$ cat config.mk
export PLATFORM = sky130hd
export DESIGN_NAME = cu_dcdr_pipe
export DESIGN_NICKNAME = d
export VERILOG_FILES = /design/src/rtl/otter_pkg.sv /design/src/rtl/cu_dcdr_comb.sv /design/src/rtl/cu_dcdr_pipe.sv
export SDC_FILE = /design/constraint.sdc
export NUM_CORES = 1
export LEC_CHECK = 0
export ABC_CLOCK_PERIOD_IN_PS = 5040
export CELL_PAD_IN_SITES_DETAIL_PLACEMENT = 1
export CELL_PAD_IN_SITES_GLOBAL_PLACEMENT = 1
export CORE_ASPECT_RATIO = 0.5
export CORE_MARGIN = 1
export CORE_UTILIZATION = 39
export DETAILED_ROUTE_END_ITERATION = 8
export GPL_ROUTABILITY_DRIVEN = 0
export HOLD_SLACK_MARGIN = 0.1
export PLACE_DENSITY = 0.85
export SKIP_LAST_GASP = 1
export SYNTH_ARGS = -nofsm -noshare
export SYNTH_HDL_FRONTEND = slang
export SYNTH_SLANG_ARGS = --single-unit
export TNS_END_PERCENT = 5
$ cat constraint.sdc
create_clock -name CLK -period 5.04 [get_ports CLK]
set_clock_uncertainty 0.1 [all_clocks]
set_input_delay 1.008 -clock CLK [delete_from_list [all_inputs] [get_ports CLK]]
set_output_delay 1.008 -clock CLK [all_outputs]
set_load 0.005 [all_outputs]
$ cat src/rtl/otter_pkg.sv
// Shared encodings for the OTTER control-unit decoder.
// Opcodes, mux selects, ALU codes and the decoded control bundle.
package otter_pkg;

  typedef enum logic [6:0] {
    OPC_LUI    = 7'b0110111,
    OPC_AUIPC  = 7'b0010111,
    OPC_JAL    = 7'b1101111,
    OPC_JALR   = 7'b1100111,
    OPC_BRANCH = 7'b1100011,
    OPC_LOAD   = 7'b0000011,
    OPC_STORE  = 7'b0100011,
    OPC_IMM    = 7'b0010011,
    OPC_OP     = 7'b0110011,
    OPC_SYS    = 7'b1110011
  } opcode_t;

  typedef enum logic [2:0] {
    F3_BEQ  = 3'b000,
    F3_BNE  = 3'b001,
    F3_BLT  = 3'b100,
    F3_BGE  = 3'b101,
    F3_BLTU = 3'b110,
    F3_BGEU = 3'b111
  } br_f3_t;

  localparam logic [2:0] PC_PLUS4  = 3'd0;
  localparam logic [2:0] PC_JALR   = 3'd1;
  localparam logic [2:0] PC_BRANCH = 3'd2;
  localparam logic [2:0] PC_JAL    = 3'd3;
  localparam logic [2:0] PC_MTVEC  = 3'd4;
  localparam logic [2:0] PC_MEPC   = 3'd5;

  localparam logic [1:0] SRCA_RS1  = 2'd0;
  localparam logic [1:0] SRCA_UIMM = 2'd1;
  localparam logic [1:0] SRCA_NRS1 = 2'd2;

  localparam logic [2:0] SRCB_RS2  = 3'd0;
  localparam logic [2:0] SRCB_IIMM = 3'd1;
  localparam logic [2:0] SRCB_SIMM = 3'd2;
  localparam logic [2:0] SRCB_PC   = 3'd3;
  localparam logic [2:0] SRCB_CSR  = 3'd4;

  localparam logic [1:0] WR_PC4 = 2'd0;
  localparam logic [1:0] WR_CSR = 2'd1;
  localparam logic [1:0] WR_MEM = 2'd2;
  localparam logic [1:0] WR_ALU = 2'd3;

  localparam logic [3:0] ALU_ADD = 4'b0000;
  localparam logic [3:0] ALU_OR  = 4'b0110;
  localparam logic [3:0] ALU_AND = 4'b0111;
  localparam logic [3:0] ALU_LUI = 4'b1001;

  localparam logic [31:0] MRET_INSN = 32'h30200073;

  typedef struct packed {
    logic [3:0] alu_fun;
    logic [1:0] alu_srcA;
    logic [2:0] alu_srcB;
    logic [2:0] pcSource;
    logic [1:0] rf_wr_sel;
    logic       regWrite;
    logic       memWE;
    logic       memRDEN;
    logic       csrWE;
    logic       mret;
    logic       illegal;
  } ctrl_t;

endpackage

$ cat src/rtl/cu_dcdr_comb.sv
// Pure combinational RV32I(+Zicsr) decode into the control bundle.
// Branches resolve here from the same-cycle compare flags.
module cu_dcdr_comb
  import otter_pkg::*;
#(
  parameter bit CSR_EN       = 1'b1,
  parameter bit ILLEGAL_TRAP = 1'b1
) (
  input  logic [31:0] ir,
  input  logic        br_eq,
  input  logic        br_lt,
  input  logic        br_ltu,
  output ctrl_t       ctrl
);

  logic [2:0] f3;
  logic [6:0] f7;
  logic       take;
  logic       bad;
  ctrl_t      c;

  always_comb begin
    f3   = ir[14:12];
    f7   = ir[31:25];
    c    = '0;
    take = 1'b0;
    bad  = 1'b0;
    case (opcode_t'(ir[6:0]))
      OPC_LUI: begin
        c.alu_srcA  = SRCA_UIMM;
        c.alu_fun   = ALU_LUI;
        c.rf_wr_sel = WR_ALU;
        c.regWrite  = 1'b1;
      end
      OPC_AUIPC: begin
        c.alu_srcA  = SRCA_UIMM;
        c.alu_srcB  = SRCB_PC;
        c.alu_fun   = ALU_ADD;
        c.rf_wr_sel = WR_ALU;
        c.regWrite  = 1'b1;
      end
      OPC_JAL: begin
        c.pcSource  = PC_JAL;
        c.rf_wr_sel = WR_PC4;
        c.regWrite  = 1'b1;
      end
      OPC_JALR: begin
        c.pcSource  = PC_JALR;
        c.rf_wr_sel = WR_PC4;
        c.regWrite  = 1'b1;
      end
      OPC_BRANCH: begin
        case (br_f3_t'(f3))
          F3_BEQ:  take = br_eq;
          F3_BNE:  take = !br_eq;
          F3_BLT:  take = br_lt;
          F3_BGE:  take = !br_lt;
          F3_BLTU: take = br_ltu;
          F3_BGEU: take = !br_ltu;
          default: bad  = 1'b1;
        endcase
        c.pcSource = take ? PC_BRANCH : PC_PLUS4;
      end
      OPC_LOAD: begin
        c.alu_srcB  = SRCB_IIMM;
        c.alu_fun   = ALU_ADD;
        c.memRDEN   = 1'b1;
        c.rf_wr_sel = WR_MEM;
        c.regWrite  = 1'b1;
      end
      OPC_STORE: begin
        c.alu_srcB = SRCB_SIMM;
        c.alu_fun  = ALU_ADD;
        c.memWE    = 1'b1;
      end
      OPC_IMM: begin
        if (f3 == 3'b001 && f7 != 7'h00)
          bad = 1'b1;
        if (f3 == 3'b101 && f7 != 7'h00
            && f7 != 7'h20)
          bad = 1'b1;
        c.alu_srcB  = SRCB_IIMM;
        c.alu_fun   = {ir[30] & (f3 == 3'b101), f3};
        c.rf_wr_sel = WR_ALU;
        c.regWrite  = 1'b1;
      end
      OPC_OP: begin
        if (f7 == 7'h20)
          bad = !(f3 == 3'b000 || f3 == 3'b101);
        else if (f7 != 7'h00)
          bad = 1'b1;
        c.alu_srcB  = SRCB_RS2;
        c.alu_fun   = {ir[30], f3};
        c.rf_wr_sel = WR_ALU;
        c.regWrite  = 1'b1;
      end
      OPC_SYS: begin
        if (!CSR_EN) begin
          bad = 1'b1;
        end else if (ir == MRET_INSN) begin
          c.pcSource = PC_MEPC;
          c.mret     = 1'b1;
        end else begin
          unique case (1'b1)
            (f3 == 3'b000): bad = 1'b1;
            (f3 == 3'b001): c.alu_fun = ALU_LUI;
            (f3 == 3'b010): begin
              c.alu_srcB = SRCB_CSR;
              c.alu_fun  = ALU_OR;
            end
            (f3 == 3'b011): begin
              c.alu_srcA = SRCA_NRS1;
              c.alu_srcB = SRCB_CSR;
              c.alu_fun  = ALU_AND;
            end
            default: ;
          endcase
          if (f3 != 3'b000 && !f3[2]) begin
            c.rf_wr_sel = WR_CSR;
            c.csrWE     = 1'b1;
            c.regWrite  = 1'b1;
          end
        end
      end
      default: bad = 1'b1;
    endcase
    // illegal instructions never write anything
    if (bad) begin
      c          = '0;
      c.illegal  = 1'b1;
      c.pcSource = ILLEGAL_TRAP ? PC_MTVEC
                                : PC_PLUS4;
    end
    ctrl = c;
  end

endmodule

$ cat src/rtl/cu_dcdr_pipe.sv
// Registered decoder stage with a 2-entry skid buffer
// and saturating retired/taken counters.
module cu_dcdr_pipe
  import otter_pkg::*;
#(
  parameter bit          CSR_EN       = 1'b1,
  parameter bit          ILLEGAL_TRAP = 1'b1,
  parameter int unsigned CNT_W        = 32
) (
  input  logic             CLK,
  input  logic             RST,
  input  logic             in_valid,
  output logic             in_ready,
  input  logic [31:0]      ir,
  input  logic             br_eq,
  input  logic             br_lt,
  input  logic             br_ltu,
  input  logic             flush,
  input  logic             cnt_clr,
  output logic             out_valid,
  input  logic             out_ready,
  output logic [3:0]       alu_fun,
  output logic [1:0]       alu_srcA,
  output logic [2:0]       alu_srcB,
  output logic [2:0]       pcSource,
  output logic [1:0]       rf_wr_sel,
  output logic             regWrite,
  output logic             memWE,
  output logic             memRDEN,
  output logic             csrWE,
  output logic             mret,
  output logic             illegal,
  output logic [CNT_W-1:0] instr_cnt,
  output logic [CNT_W-1:0] taken_cnt
);

  localparam logic [CNT_W-1:0] CMAX = '1;
  localparam logic [CNT_W-1:0] CONE =
    {{(CNT_W-1){1'b0}}, 1'b1};

  ctrl_t dec;
  ctrl_t out_q, out_d;
  ctrl_t skid_q, skid_d;
  logic  ov_q, ov_d;
  logic  sv_q, sv_d;
  logic  acc, hs;
  logic [CNT_W-1:0] icnt_q, icnt_d;
  logic [CNT_W-1:0] tcnt_q, tcnt_d;

  cu_dcdr_comb #(
    .CSR_EN      (CSR_EN),
    .ILLEGAL_TRAP(ILLEGAL_TRAP)
  ) u_comb (
    .ir    (ir),
    .br_eq (br_eq),
    .br_lt (br_lt),
    .br_ltu(br_ltu),
    .ctrl  (dec)
  );

  assign in_ready = !sv_q;
  assign acc      = in_valid & !sv_q;
  assign hs       = ov_q & out_ready;

  always_comb begin
    out_d  = out_q;
    skid_d = skid_q;
    ov_d   = ov_q;
    sv_d   = sv_q;
    if (hs) begin
      if (sv_q) begin
        out_d = skid_q;
        sv_d  = 1'b0;
      end else if (acc) begin
        out_d = dec;
      end else begin
        ov_d = 1'b0;
      end
    end else if (!ov_q) begin
      if (acc) begin
        out_d = dec;
        ov_d  = 1'b1;
      end
    end else if (acc) begin
      skid_d = dec;
      sv_d   = 1'b1;
    end
    if (flush) begin
      ov_d = 1'b0;
      sv_d = 1'b0;
    end
  end

  always_comb begin
    icnt_d = icnt_q;
    tcnt_d = tcnt_q;
    if (hs && icnt_q != CMAX)
      icnt_d = icnt_q + CONE;
    if (hs && out_q.pcSource == PC_BRANCH
        && tcnt_q != CMAX)
      tcnt_d = tcnt_q + CONE;
    if (cnt_clr) begin
      icnt_d = '0;
      tcnt_d = '0;
    end
  end

  always_ff @(posedge CLK) begin
    if (RST) begin
      out_q  <= '0;
      skid_q <= '0;
      ov_q   <= 1'b0;
      sv_q   <= 1'b0;
      icnt_q <= '0;
      tcnt_q <= '0;
    end else begin
      out_q  <= out_d;
      skid_q <= skid_d;
      ov_q   <= ov_d;
      sv_q   <= sv_d;
      icnt_q <= icnt_d;
      tcnt_q <= tcnt_d;
    end
  end

  assign out_valid = ov_q;
  assign alu_fun   = out_q.alu_fun;
  assign alu_srcA  = out_q.alu_srcA;
  assign alu_srcB  = out_q.alu_srcB;
  assign pcSource  = out_q.pcSource;
  assign rf_wr_sel = out_q.rf_wr_sel;
  assign regWrite  = out_q.regWrite;
  assign memWE     = out_q.memWE;
  assign memRDEN   = out_q.memRDEN;
  assign csrWE     = out_q.csrWE;
  assign mret      = out_q.mret;
  assign illegal   = out_q.illegal;
  assign instr_cnt = icnt_q;
  assign taken_cnt = tcnt_q;

endmodule

==> flow_summary.ini <==
[placed_design]
hpwl_um = 11700
io_buffers = 126

[clocking]
cts_buffer_depth = 2
cts-hold-fix-buffers = 0
cts_made_buffers = 9
post-cts-setup-buffers = 0
cts_tree = yes
clock_sinks = 106
ctsRootBufferMaster = clkbuf_16
htreeDepth = 3
ctsResizeCount = 0
path_clk_slew_ns = 0.08
clock_latency_ns = 0.35

[yosys]
yosys.area.top_type = dfxtp_1
syn_area_um2 = 5410
netlist_top_cells_count = nor2_1 (115), dfxtp_1 (106), nand3_1 (51)
ys.flop_type = dfxtp_1
synth_edf_count = 0
yosys.area.top_type_share = 0.392
ys.warnings.count = 0
syn_inst = 682
ys_ff_latch = 106
synthMostInstantiatedCell = nor2_1
yosysUniqueCellTypes = 68
synth_top_cells_by_area = dfxtp_1 (39%), nor2_1 (8.0%), xnor2_1 (6.3%)
syn_area_per_cell_um2 = 7.93
yosysSeqAreaShare = 0.392
syn_nets = 725
async_flop_share = 0

[sta]
timing.final.crit_share = 0.729
setup-violations-final = 0
tns_ns = 0
min_period_ns = 3.68
finalMaxSlewViolations = 0
rsz0062_at_grt = no
worst_slew_pin_slew_ns = 0.898
fmax_ghz = 0.272
hold_viol_final = 0
slew_headroom = 0.399

[global_route]
grt_pass1_vias = 5296
grt_pass1_wl_um = 26800
track_usage = 0.229
antenna_found_initial = 0
overflow = 0
grt_max_degree = 49

[floorplan]
initial_utilization = 0.413
dieHeight_um = 85.3
rows = 29
core_um2 = 13100
dieArea_um2 = 14400
die_w_um = 169
io_pins = 127

[power_and_ir_drop]
power.density_nw_per_um2 = 237
power.internal_mw = 1.25
netSwitchingPower_mw = 0.426
power_mw = 1.67
sw_frac_of_total = 0.255
combPwrFrac = 0.076
power_frac_clock = 0.416
seqPwrFrac = 0.508
vdd_drop_max_v = 0.000187
leakagePower_nw = 2.14

[routing]
ant_nets = 0
dr.pass1.iters = 5
drt_wl_total_um = 16100
dr_total_vias = 5368
wl_per_cell_um = 16.4
drt_iter0_markers = 353
viasPerCell = 5.48
drc = 0

[critical_path]
cp.buffers_inverters = 1
cp_slowest_cell = clkdlybuf4s50_1
path_max_fanout = 14
worstPathCellList = clkdlybuf4s50_1, nand2_1, nor3_1, a31o_2, nor3b_2, a221oi_1, nor4_1
path_delay_family = simple AND/OR/NAND/NOR gates
startpoint_type = primary input
path_class = primary input to register
cp.required_ns = 5.20
endpoint_kind = register
cp.arrival_ns = 3.84
max_stage_delay_ns = 0.76

[final_layout]
fillCellCount = 1572
antenna_cells = 0
drive_gt1_frac = 0.0467
nNetsFinal = 831
syn2layout_area_growth_pct = 30.6

[run_status]
status = finished, final reports clean

[run]
max-cap-violations = 0

[hold_path]
worstHoldPathType = register to register
-- power groups by stage --
stage                     clock (mW)  combinational, mW  sequential, mW
after CTS                      0.716              0.128           0.850
final                          0.697              0.127           0.850
after global routing           0.745              0.138           0.851
after global placement             0              0.124           0.869
after floorplan                    0             0.0647           0.867
after detailed placement           0              0.126           0.869
-- worst register-to-register path, cell delays in order, from the launching register on --
cell       delay, ns
dfxtp_1         0.89
nand4bb_1       0.35
nor4_1          0.43
a21boi_1        0.58
nand4_1         0.21
xor2_1          0.17
nor2_1          0.06
-- stage by stage --
stage | cells | setup WS, ns | utilization | cell area, um2 | hold slack, ns
after detailed placement | 963 | 1.05 | 0.518 | 6780 | 0.350
after global routing | 979 | 1.12 | 0.540 | 7070 | 0.392
after CTS | 979 | 1.41 | 0.540 | 7070 | 0.362
final | 979 | 1.36 | 0.540 | 7070 | 0.363
after floorplan | 682 | 2.17 | - | 5410 | 0.332
after global placement | 963 | 1.23 | 0.518 | 6780 | 0.339
-- sequential cells by signal (all words and copies together) (netlist names) --
| register | flops |
|---|---|
| skid_q | 20 |
| mret | 1 |
| out_valid | 1 |
| alu_srcB | 3 |
| alu_srcA | 2 |
| memWE | 1 |
| csrWE | 1 |
| instr_cnt | 32 |
| pcSource | 3 |
| alu_fun | 4 |
| regWrite | 1 |
| illegal | 1 |
| memRDEN | 1 |
| rf_wr_sel | 2 |
| taken_cnt | 32 |
| sv_q | 1 |
-- final cells by class --
cell class | count | area (um2) | share of cell area
Clock buffer | 9 | 225 | 0.0319
Clock inverter | 7 | 61.3 | 0.00867
Inverter | 15 | 56.3 | 0.00796
Multi-Input combinational cell | 527 | 3090 | 0.437
Sequential cell | 106 | 2120 | 0.300
Tap cell | 186 | 233 | 0.0329
Timing Repair Buffer | 129 | 1280 | 0.182
-- per-layer routing --
| layer | track usage | share of wire |
|---|---|---|
| met1 | 0.303 | 0.48 |
| met2 | 0.394 | 0.48 |
| met3 | 0.0401 | 0.033 |
| met4 | 0.0496 | 0.0074 |
| met5 | 0 | 0 |
-- cells in the final DEF, fill, tap and decap left out, types with 3 or more instances in the layout --
| master | count |
|---|---|
| nand3b_1 | 6 |
| clkdlybuf4s50_1 | 126 |
| xor2_1 | 18 |
| or2_2 | 3 |
| nand2_1 | 47 |
| nor2_1 | 115 |
| nor4_1 | 23 |
| and4_1 | 3 |
| and3_1 | 5 |
| a211oi_1 | 10 |
| or3_1 | 10 |
| o31ai_1 | 3 |
| o21ai_0 | 18 |
| o41ai_1 | 3 |
| nor4b_1 | 4 |
| and2_1 | 6 |
| dfxtp_1 | 106 |
| nand2b_1 | 12 |
| nor2b_1 | 6 |
| nand3_1 | 51 |
| xnor2_1 | 39 |
| buf_4 | 3 |
| clkbuf_16 | 9 |
| a22oi_1 | 4 |
| nor3_1 | 33 |
| inv_1 | 14 |
| a21oi_1 | 43 |
| nand4_1 | 19 |
-- kinds of logic (layout without fill, tap and decap cells) --
| kind of cell | count (synthesis) | count (layout) | synth area share |
|---|---|---|---|
| simple gates | 362 | 362 | 0.345 |
| flops | 106 | 106 | 0.392 |
| compound gates | 103 | 103 | 0.123 |
| xor+xnor | 57 | 57 | 0.0923 |
| buf+inv | 49 | 160 | 0.0372 |
| mux | 3 | 3 | 0.00578 |
| fa+ha+maj | 2 | 2 | 0.00462 |
-- path summary, 6_finish.rpt --
path,from,to,slack [ns],cells past startpoint
worst max-delay path,ir[5],alu_fun[2],1.36,7
worst min-delay path,skid_q[7],skid_q[7],0.36,2
worst max register to register,out_valid,taken_cnt[16],2.10,6
worst min register to register,skid_q[7],skid_q[7],0.36,2
Note: power is estimated with default switching activity, not from simulation.
